## src/rtl/fb_dac_pkg.sv

```systemverilog
// Shared types and constants for the feedback DAC driver.
package fb_dac_pkg;

    localparam int unsigned DIN_W  = 13;
    localparam int unsigned CNT_W  = 16;
    localparam int unsigned LIM_W  = 12;
    localparam int unsigned HOLD_W = 8;
    localparam int unsigned STEP_W = 8;
    localparam int unsigned TRIP_W = 4;

    localparam logic [DIN_W-1:0] MIDSCALE = 13'h1000;

    typedef enum logic [1:0] {
        IDLE   = 2'd0,
        ACTIVE = 2'd1,
        HOLD   = 2'd2,
        RAMP   = 2'd3
    } fb_state_e;

endpackage

```

## src/rtl/fb_dac_clip.sv

```systemverilog
// Stage 1: registers the feedback sample with a symmetric clip to +/-clip_lim.
// Ports: clk, rst_n; fb_sgnl/dac_cond input sample and qualifier; clip_lim
// synchronised magnitude; v1/c1/clip1 registered sample, qualifier and clip flag.
module fb_dac_clip
    import fb_dac_pkg::*;
(
    input  logic                    clk,
    input  logic                    rst_n,
    input  logic signed [DIN_W-1:0] fb_sgnl,
    input  logic                    dac_cond,
    input  logic [LIM_W-1:0]        clip_lim,
    output logic signed [DIN_W-1:0] v1,
    output logic                    c1,
    output logic                    clip1
);

    logic signed [DIN_W-1:0] lim_pos;
    logic signed [DIN_W-1:0] lim_neg;
    logic signed [DIN_W-1:0] sat_val;
    logic                    sat_hit;

    // clip_lim <= 4095, so the negated limit always fits in DIN_W
    assign lim_pos = signed'({1'b0, clip_lim});
    assign lim_neg = -lim_pos;

    // Saturator
    always_comb begin
        sat_val = fb_sgnl;
        sat_hit = 1'b0;
        if (fb_sgnl > lim_pos) begin
            sat_val = lim_pos;
            sat_hit = 1'b1;
        end else if (fb_sgnl < lim_neg) begin
            sat_val = lim_neg;
            sat_hit = 1'b1;
        end
    end

    // Stage-1 registers
    always_ff @(posedge clk or negedge rst_n) begin
        if (!rst_n) begin
            v1    <= '0;
            c1    <= 1'b0;
            clip1 <= 1'b0;
        end else begin
            v1    <= sat_val;
            c1    <= dac_cond;
            clip1 <= sat_hit;
        end
    end

endmodule

```

## src/rtl/fb_dac_driver.sv

```systemverilog
// Kicker DAC output stage: clip, hold/ramp-to-zero after each train,
// offset-binary conversion and protection trips with a latched fault.
// Ports: clk, rst_n; fb_sgnl/dac_cond feedback sample; slow-domain config
// enable, clip_lim, hold_len, ramp_step, trip_cnt, max_len, fault_clr;
// outputs dac_data/dac_wr, fault, clip_count, state.
module fb_dac_driver
    import fb_dac_pkg::*;
(
    input  logic                    clk,
    input  logic                    rst_n,
    input  logic signed [DIN_W-1:0] fb_sgnl,
    input  logic                    dac_cond,
    input  logic                    enable,
    input  logic [LIM_W-1:0]        clip_lim,
    input  logic [HOLD_W-1:0]       hold_len,
    input  logic [STEP_W-1:0]       ramp_step,
    input  logic [TRIP_W-1:0]       trip_cnt,
    input  logic [CNT_W-1:0]        max_len,
    input  logic                    fault_clr,
    output logic [DIN_W-1:0]        dac_data,
    output logic                    dac_wr,
    output logic                    fault,
    output logic [CNT_W-1:0]        clip_count,
    output logic [1:0]              state
);

    // Slow-domain synchronisers
    logic              en_s1, en_s2;
    logic [LIM_W-1:0]  lim_s1, lim_s2;
    logic [HOLD_W-1:0] hold_s1, hold_s2;
    logic [STEP_W-1:0] step_s1, step_s2;
    logic [TRIP_W-1:0] trip_s1, trip_s2;
    logic [CNT_W-1:0]  max_s1, max_s2;
    logic              clr_s1, clr_s2, clr_s3;

    always_ff @(posedge clk or negedge rst_n) begin
        if (!rst_n) begin
            en_s1   <= 1'b0; en_s2   <= 1'b0;
            lim_s1  <= '0;   lim_s2  <= '0;
            hold_s1 <= '0;   hold_s2 <= '0;
            step_s1 <= '0;   step_s2 <= '0;
            trip_s1 <= '0;   trip_s2 <= '0;
            max_s1  <= '0;   max_s2  <= '0;
            clr_s1  <= 1'b0; clr_s2  <= 1'b0; clr_s3 <= 1'b0;
        end else begin
            en_s1   <= enable;    en_s2   <= en_s1;
            lim_s1  <= clip_lim;  lim_s2  <= lim_s1;
            hold_s1 <= hold_len;  hold_s2 <= hold_s1;
            step_s1 <= ramp_step; step_s2 <= step_s1;
            trip_s1 <= trip_cnt;  trip_s2 <= trip_s1;
            max_s1  <= max_len;   max_s2  <= max_s1;
            clr_s1  <= fault_clr; clr_s2  <= clr_s1; clr_s3 <= clr_s2;
        end
    end

    logic clr_edge;
    assign clr_edge = clr_s2 & ~clr_s3;

    // Stage 1
    logic signed [DIN_W-1:0] v1;
    logic                    c1;
    logic                    clip1;

    fb_dac_clip u_clip (
        .clk      (clk),
        .rst_n    (rst_n),
        .fb_sgnl  (fb_sgnl),
        .dac_cond (dac_cond),
        .clip_lim (lim_s2),
        .v1       (v1),
        .c1       (c1),
        .clip1    (clip1)
    );

    // Stage 2 state
    fb_state_e               state_q, state_d;
    logic signed [DIN_W-1:0] val_q, val_d;
    logic [HOLD_W-1:0]       hold_q, hold_d;
    logic [CNT_W-1:0]        len_q, len_d;
    logic [TRIP_W-1:0]       run_q, run_d;
    logic [CNT_W-1:0]        cc_d;
    logic                    fault_d;
    logic [DIN_W-1:0]        dac_d;
    logic                    wr_d;

    // One ramp step toward zero; done when the remaining magnitude fits in one step
    logic [DIN_W-1:0]        mag;
    logic signed [DIN_W-1:0] step_ext;
    logic signed [DIN_W-1:0] ramp_val;
    logic                    ramp_done;

    assign mag       = val_q[DIN_W-1] ? DIN_W'(-val_q) : DIN_W'(val_q);
    assign step_ext  = signed'(DIN_W'(step_s2));
    assign ramp_done = (step_s2 == '0) || (mag <= DIN_W'(step_s2));
    assign ramp_val  = ramp_done ? '0 :
                       (val_q[DIN_W-1] ? (val_q + step_ext) : (val_q - step_ext));

    logic go;
    logic accept;
    logic do_ramp;
    logic trip;

    assign go = c1 & en_s2;

    // Next-state and datapath decisions
    always_comb begin
        state_d = state_q;
        val_d   = val_q;
        hold_d  = '0;
        len_d   = '0;
        run_d   = '0;
        cc_d    = clip_count;
        accept  = 1'b0;
        do_ramp = 1'b0;
        trip    = 1'b0;

        if (fault) begin
            state_d = IDLE;
            val_d   = '0;
        end else begin
            case (state_q)
                IDLE: begin
                    val_d = '0;
                    if (go) accept = 1'b1;
                end
                ACTIVE: begin
                    if (!en_s2) begin
                        do_ramp = 1'b1;
                    end else if (!c1) begin
                        if (hold_s2 == '0) begin
                            do_ramp = 1'b1;
                        end else begin
                            state_d = HOLD;
                            hold_d  = HOLD_W'(1);
                        end
                    end else begin
                        accept = 1'b1;
                    end
                end
                HOLD: begin
                    if (go) begin
                        accept = 1'b1;
                    end else if (hold_q >= hold_s2) begin
                        do_ramp = 1'b1;
                    end else begin
                        hold_d = hold_q + HOLD_W'(1);
                    end
                end
                RAMP: begin
                    if (go) accept = 1'b1;
                    else    do_ramp = 1'b1;
                end
                default: begin
                    state_d = IDLE;
                    val_d   = '0;
                end
            endcase
        end

        if (do_ramp) begin
            val_d   = ramp_val;
            state_d = ramp_done ? IDLE : RAMP;
        end

        // Length and clip-run counters restart on every entry to ACTIVE
        if (accept) begin
            state_d = ACTIVE;
            val_d   = v1;
            if (state_q == ACTIVE) begin
                len_d = (len_q == '1) ? len_q : len_q + CNT_W'(1);
                run_d = !clip1 ? '0 : ((run_q == '1) ? run_q : run_q + TRIP_W'(1));
            end else begin
                len_d = CNT_W'(1);
                run_d = clip1 ? TRIP_W'(1) : '0;
            end
            if (clip1 && clip_count != '1) cc_d = clip_count + CNT_W'(1);
            trip = ((trip_s2 != '0) && (run_d == trip_s2)) ||
                   ((max_s2 != '0) && (len_d == max_s2));
        end

        // A trip coinciding with a clear keeps the fault set
        fault_d = trip ? 1'b1 : (clr_edge ? 1'b0 : fault);
        dac_d   = val_d ^ MIDSCALE;
        wr_d    = (state_d != IDLE);
    end

    // Stage-2 registers
    always_ff @(posedge clk or negedge rst_n) begin
        if (!rst_n) begin
            state_q    <= IDLE;
            val_q      <= '0;
            hold_q     <= '0;
            len_q      <= '0;
            run_q      <= '0;
            clip_count <= '0;
            fault      <= 1'b0;
            dac_data   <= MIDSCALE;
            dac_wr     <= 1'b0;
        end else begin
            state_q    <= state_d;
            val_q      <= val_d;
            hold_q     <= hold_d;
            len_q      <= len_d;
            run_q      <= run_d;
            clip_count <= cc_d;
            fault      <= fault_d;
            dac_data   <= dac_d;
            dac_wr     <= wr_d;
        end
    end

    assign state = state_q;

endmodule

```

## config.mk

```make
export PLATFORM = sky130hd
export DESIGN_NAME = fb_dac_driver
export DESIGN_NICKNAME = d
export VERILOG_FILES = /design/src/rtl/fb_dac_pkg.sv /design/src/rtl/fb_dac_clip.sv /design/src/rtl/fb_dac_driver.sv
export SDC_FILE = /design/constraint.sdc
export NUM_CORES = 1
export LEC_CHECK = 0
export CAP_MARGIN = 20
export CORE_AREA = 5 5 137 139
export CTS_CLUSTER_SIZE = 30
export DETAILED_ROUTE_END_ITERATION = 7
export DIE_AREA = 0 0 142 144
export PLACE_DENSITY = 0.72
export SLEW_MARGIN = 0
export SYNTH_ARGS = -nofsm -noshare
export SYNTH_HDL_FRONTEND = slang
export SYNTH_SLANG_ARGS = --single-unit
```

## constraint.sdc

```tcl
create_clock -name clk -period 12.5 [get_ports clk]
set_input_delay 2.5 -clock clk [delete_from_list [all_inputs] [get_ports clk]]
set_output_delay 2.5 -clock clk [all_outputs]
set_load 0.05 [all_outputs]
```

# Word level (Yosys, flattened, before mapping)
# Cells that the tools add are included.
# word_totals
out_inout_bits	33
register_bits	190
word_cells	117
inputBits	66
# op_classes
n_reduce_logical	14
eq_ne	8
magnitude_cmp	4
add_sub_neg	8
n_mux	52
bitwise	4
# ops
cell	count
$mux 13	9
$mux 16	4
$add 16x1->16 const B	2
$mux 8	3
$mux 1	20
$mux 4	5
$eq 16x16->1	1
$eq 16x16->1 const B	1
$logic_not 8->1	2
$mux 2	8
$ne 16x16->1 const B	1
$pmux 8 s2	1
$reduce_bool 16->1	1
$add 13x8->13	1
$gt 13x13->1	1
$le 13x8->1	1
$lt 13x13->1	1
$neg 12->13	1
$neg 13->13	1
$sub 13x8->13	1
$add 8x1->8 const B	1
$ge 8x8->1	1
$add 4x1->4 const B	1
$eq 2x2->1 const B	2
other kinds (14)	20

# Logic depth before layout (Yosys ltp)
# logic_depth
word_depth	10
mapped_depth	16
mapped_depth_nobuf	15

# Modules after synthesis
# A second synthesis with hierarchy kept.
# unflattened
hier_cells	829
hier_area_um2	8847.2
# modules_own_cells
mod	cells_per_inst	seq_area_each_um2	area_per_inst_um2	n_inst
fb_dac_driver	662	4080.2	7335.8	1
fb_dac_clip	167	375.4	1511.4	1

# Worst setup path after synthesis
# No wires, ideal clock.
# synth_timing
path_type	input-to-reg
start	input port fb_sgnl[10]
end	register u_clip.v1[2]
n_path_buf	1
t_required_ns	12.365
t_arrival_ns	4.472
cell_stages	8
setup_slack_ns	7.893
setup_time_ns	0.135
cell_sequence	ha_1 -> a2111oi_0 -> o2bb2ai_1 -> o21ai_0 -> o22ai_1 -> clkbuf_1 -> mux2i_1 -> o22ai_1
# synth_between
elab_chain_len	3
word_cells_on_any_way	4
cone_classes	order compare: 2; mux: 2
# synth_lines
item	line_no	source
start: declaration	fb_dac_driver.sv:11	input logic signed [DIN_W-1:0] fb_sgnl,
$lt 13x13->1	fb_dac_clip.sv:33	end else if (fb_sgnl < lim_neg) begin
$mux 13	fb_dac_clip.sv:33	
$mux 13 *	fb_dac_clip.sv:30	if (fb_sgnl > lim_pos) begin
named net u_clip.sat_val[2]	fb_dac_clip.sv:19	logic signed [DIN_W-1:0] sat_val;
end signal: assignment	fb_dac_clip.sv:46	v1 <= sat_val;
end: declaration	fb_dac_clip.sv:12	output logic signed [DIN_W-1:0] v1,
# Mark *: on every way through the listed nets, which the timed path passes. The rest lies on a longest branch.
# A chain may end at the register's enable or synchronous reset.

# Worst setup path after layout
# layout_timing
start	input port fb_sgnl[1]
end	register u_clip.v1[7]
# Same word-level chain as after synthesis.

==> flow_summary.ini <==
[status]
outcome = completed

[floorplanning]
dieArea_mm2 = 0.0204
rows = 49
die_w_um = 142
initial_utilization_pct = 50.7
design.core.area_mm2 = 0.0175
ios = 99
die_y_um = 144

[critical_path]
crit_path_frequent_cell = o21ai_0
critPathRequiredTime_ps = 12800
critPathLaunchType = primary input
worstPathArrival_ps = 5390
crit_family = compound AO/OA/AOI/OAI gates
path_max_fanout = 23
endpoint_kind = flop
crit_slowest_cell = o22ai_2
path_cells = clkdlybuf4s50_1 -> ha_1 -> nor2b_1 -> o21a_1 -> o21ai_0 -> a22o_1 -> o21ai_0 -> o22ai_2 -> mux2i_1 -> o22ai_1
critPathKind = in2reg
max_stage_delay_ps = 880
path_buf_inv = 1

[sta]
finalClockSkew_ps = 8.74
fin_crit_ps = 5100
fmax_mhz = 196
worst_pin_slew_ps = 1120
fin_crit_sh_pct = 40.8
hold_viol = 0
timing.final.setup_violations = 0
rsz0062_at_grt = false
tns_ps = 0
drv_slew = 0
slew_headroom_pct = 25.4

[route]
drt_wl_total_mm = 18.7
remaining_drc_errors = 0
final_antenna_net_count = 0
post_drt_wl_per_cell_um = 15.8
dr.pass1.iters = 5
num_vias = 6543
drt_iter0_drc = 380
viasPerCell = 5.51

[synth]
syn-num-nets = 984
synth_flop_cell = dfrtp_1
synthTopCellsByCount = dfrtp_1 (177), nor2_1 (74), ha_1 (63)
ys_types = 65
synth_warnings = 0
synth_area_mm2 = 0.00888
synth_top_area_share_pct = 49.9
synth_edf_count = 0
ys_top_cells_by_area = dfrtp_1 (50%), ha_1 (8.9%), xnor2_1 (4.8%)
ys_seq_elements = 178
seq_area_frac_synth_pct = 50.1
yosys.area.top_type = dfrtp_1
netlist_instances = 854
yosysMostFrequentCell = dfrtp_1
synthArstFlopShare_pct = 100
avgSynthCellArea_um2 = 10.4

[grt]
grt_usage_pct = 19.2
antenna_found_initial = 0
grt_pass1_wl_mm = 31.7
grt.overflow.total = 0
grt_max_degree = 96
grt_pass1_vias = 6501

[flow_run]
max_cap_violations = 0

[clock_tree]
worstSkewPairLatency_ps = 430
clk_pin_slew_ps = 80
hold_buffers = 0
cts_tree = done
cts-buffers-inserted = 17
clockBufferDepth = 2
cts.sinks = 178
root_buffer = clkbuf_16
postCtsResizedCells = 0
h-tree-depth = 4
postCtsSetupBuffers = 0

[finish]
finalNonFillerCells = 1187
fillers = 1495
fin_nets = 1075
fin_area_mm2 = 0.0107
diodes = 0
drive_above_1_share_pct = 5.53
area_growth_pct = 20.4

[placement]
gp_congestion = 0.874
dp.cells = 1154
dpl_cell_area_mm2 = 0.0100
io_buffers = 98
dp_hpwl_mm = 13.6

[power_and_ir_drop]
p_leak_nw = 4.73
vdd_drop_max_uv = 125
pwr_density_cell_mw_per_mm2 = 188

[hold_path]
min_path_type = reg2reg
state kept, by name (all words and copies together) (netlist names), 12 cells and up:
name / count
clip_count: 16
max_s2: 16
lim_s2: 12
lim_s1: 12
max_s1: 16
u_clip.v1: 13
val_q: 13
len_q: 16
kinds of logic (layout without fill, tap and decap cells):
family          Yosys count  in the layout  share of synthesized area, %
simple gates            276            276                          16.0
fa+ha+maj                64             64                          9.10
compound gates          156            156                          11.4
flops                   178            178                          50.1
xor+xnor                 70             70                          6.90
buf+inv                  92            196                          4.41
mux                      18             18                          2.06
metal layers:
layer | GRT usage (%) | wire length (µm) | up-vias
met3 | 4.23 | 965 | 17
met1 | 27.4 | 8960 | 3181
met5 | 0 | 0 | -
li1 | - | - | 3182
met4 | 5.15 | 197 | 0
met2 | 29.9 | 8620 | 163
worst register-to-register path: stages, from the launching register on:
cell       delay [ps]
dfrtp_1           400
inv_1             110
ha_1              230
or3b_1            430
or3_1             390
or3_1             410
or3_1             390
xnor2_1           150
ha_1              280
a2111oi_0         420
o2bb2ai_1         160
o21ai_0           170
o22ai_2           880
mux2i_1           330
o22ai_1           120
where the power goes:
group          internal, mW  switching [mW]
logic                 0.302           0.433
registers             0.635          0.0754
clock network         0.309           0.254
total                  1.25           0.763
final timing paths:
check                                          to  cells past startpoint                 from  slack, ps
max                        u_clip.v1[7]$_DFF_PN0_                     10           fb_sgnl[1]       7400
min in group asynchronous    step_s1[6]$_DFF_PN0_                      1                rst_n       2160
max reg2reg                u_clip.v1[7]$_DFF_PN0_                     14  lim_s2[1]$_DFF_PN0_       7500
min                           max_s2[3]$_DFF_PN0_                      0  max_s1[3]$_DFF_PN0_        340
max in group asynchronous     max_s2[6]$_DFF_PN0_                      3                rst_n       9180
min reg2reg                   max_s2[3]$_DFF_PN0_                      0  max_s1[3]$_DFF_PN0_        340
layout by cell type, fill, tap and decap left out, types with 7 or more instances in the layout:
cell	instances
ha_1	63
clkdlybuf4s50_1	97
and3_1	13
xnor2_1	49
nor2b_1	9
mux2i_1	16
o21a_1	12
nand3_1	28
a21oi_1	37
nor2_1	74
nor4_1	8
nor3_1	23
nand2_1	53
xor2_1	21
dfrtp_1	177
o22ai_1	9
inv_1	62
clkbuf_16	17
o21ai_0	34
and2_1	7
or3_1	11
nand4_1	15
a31oi_1	12
per-stage QoR:
step	hold WS, ps	worst slack [ps]	util, %	power, mW
3_5_place_dp	335	7020	57.2	1.45
6_report	342	7400	61.0	2.01
3_3_place_gp	332	7080	57.2	1.44
2_1_floorplan	331	7890	-	1.27
5_1_grt	352	7180	61.0	2.14
4_1_cts	344	7430	60.8	2.02
layout make-up:
type | instances | area (µm²) | share of cell area (%)
sequential | 178 | 4460 | 41.7
multi-input combinational | 584 | 4050 | 37.9
inverter | 62 | 233 | 2.18
clock inverter | 15 | 215 | 2.01
timing repair buffer | 102 | 1030 | 9.65
tap | 229 | 287 | 2.68
clock buffer | 17 | 425 | 3.98
Power figures use the tool's default switching activity.
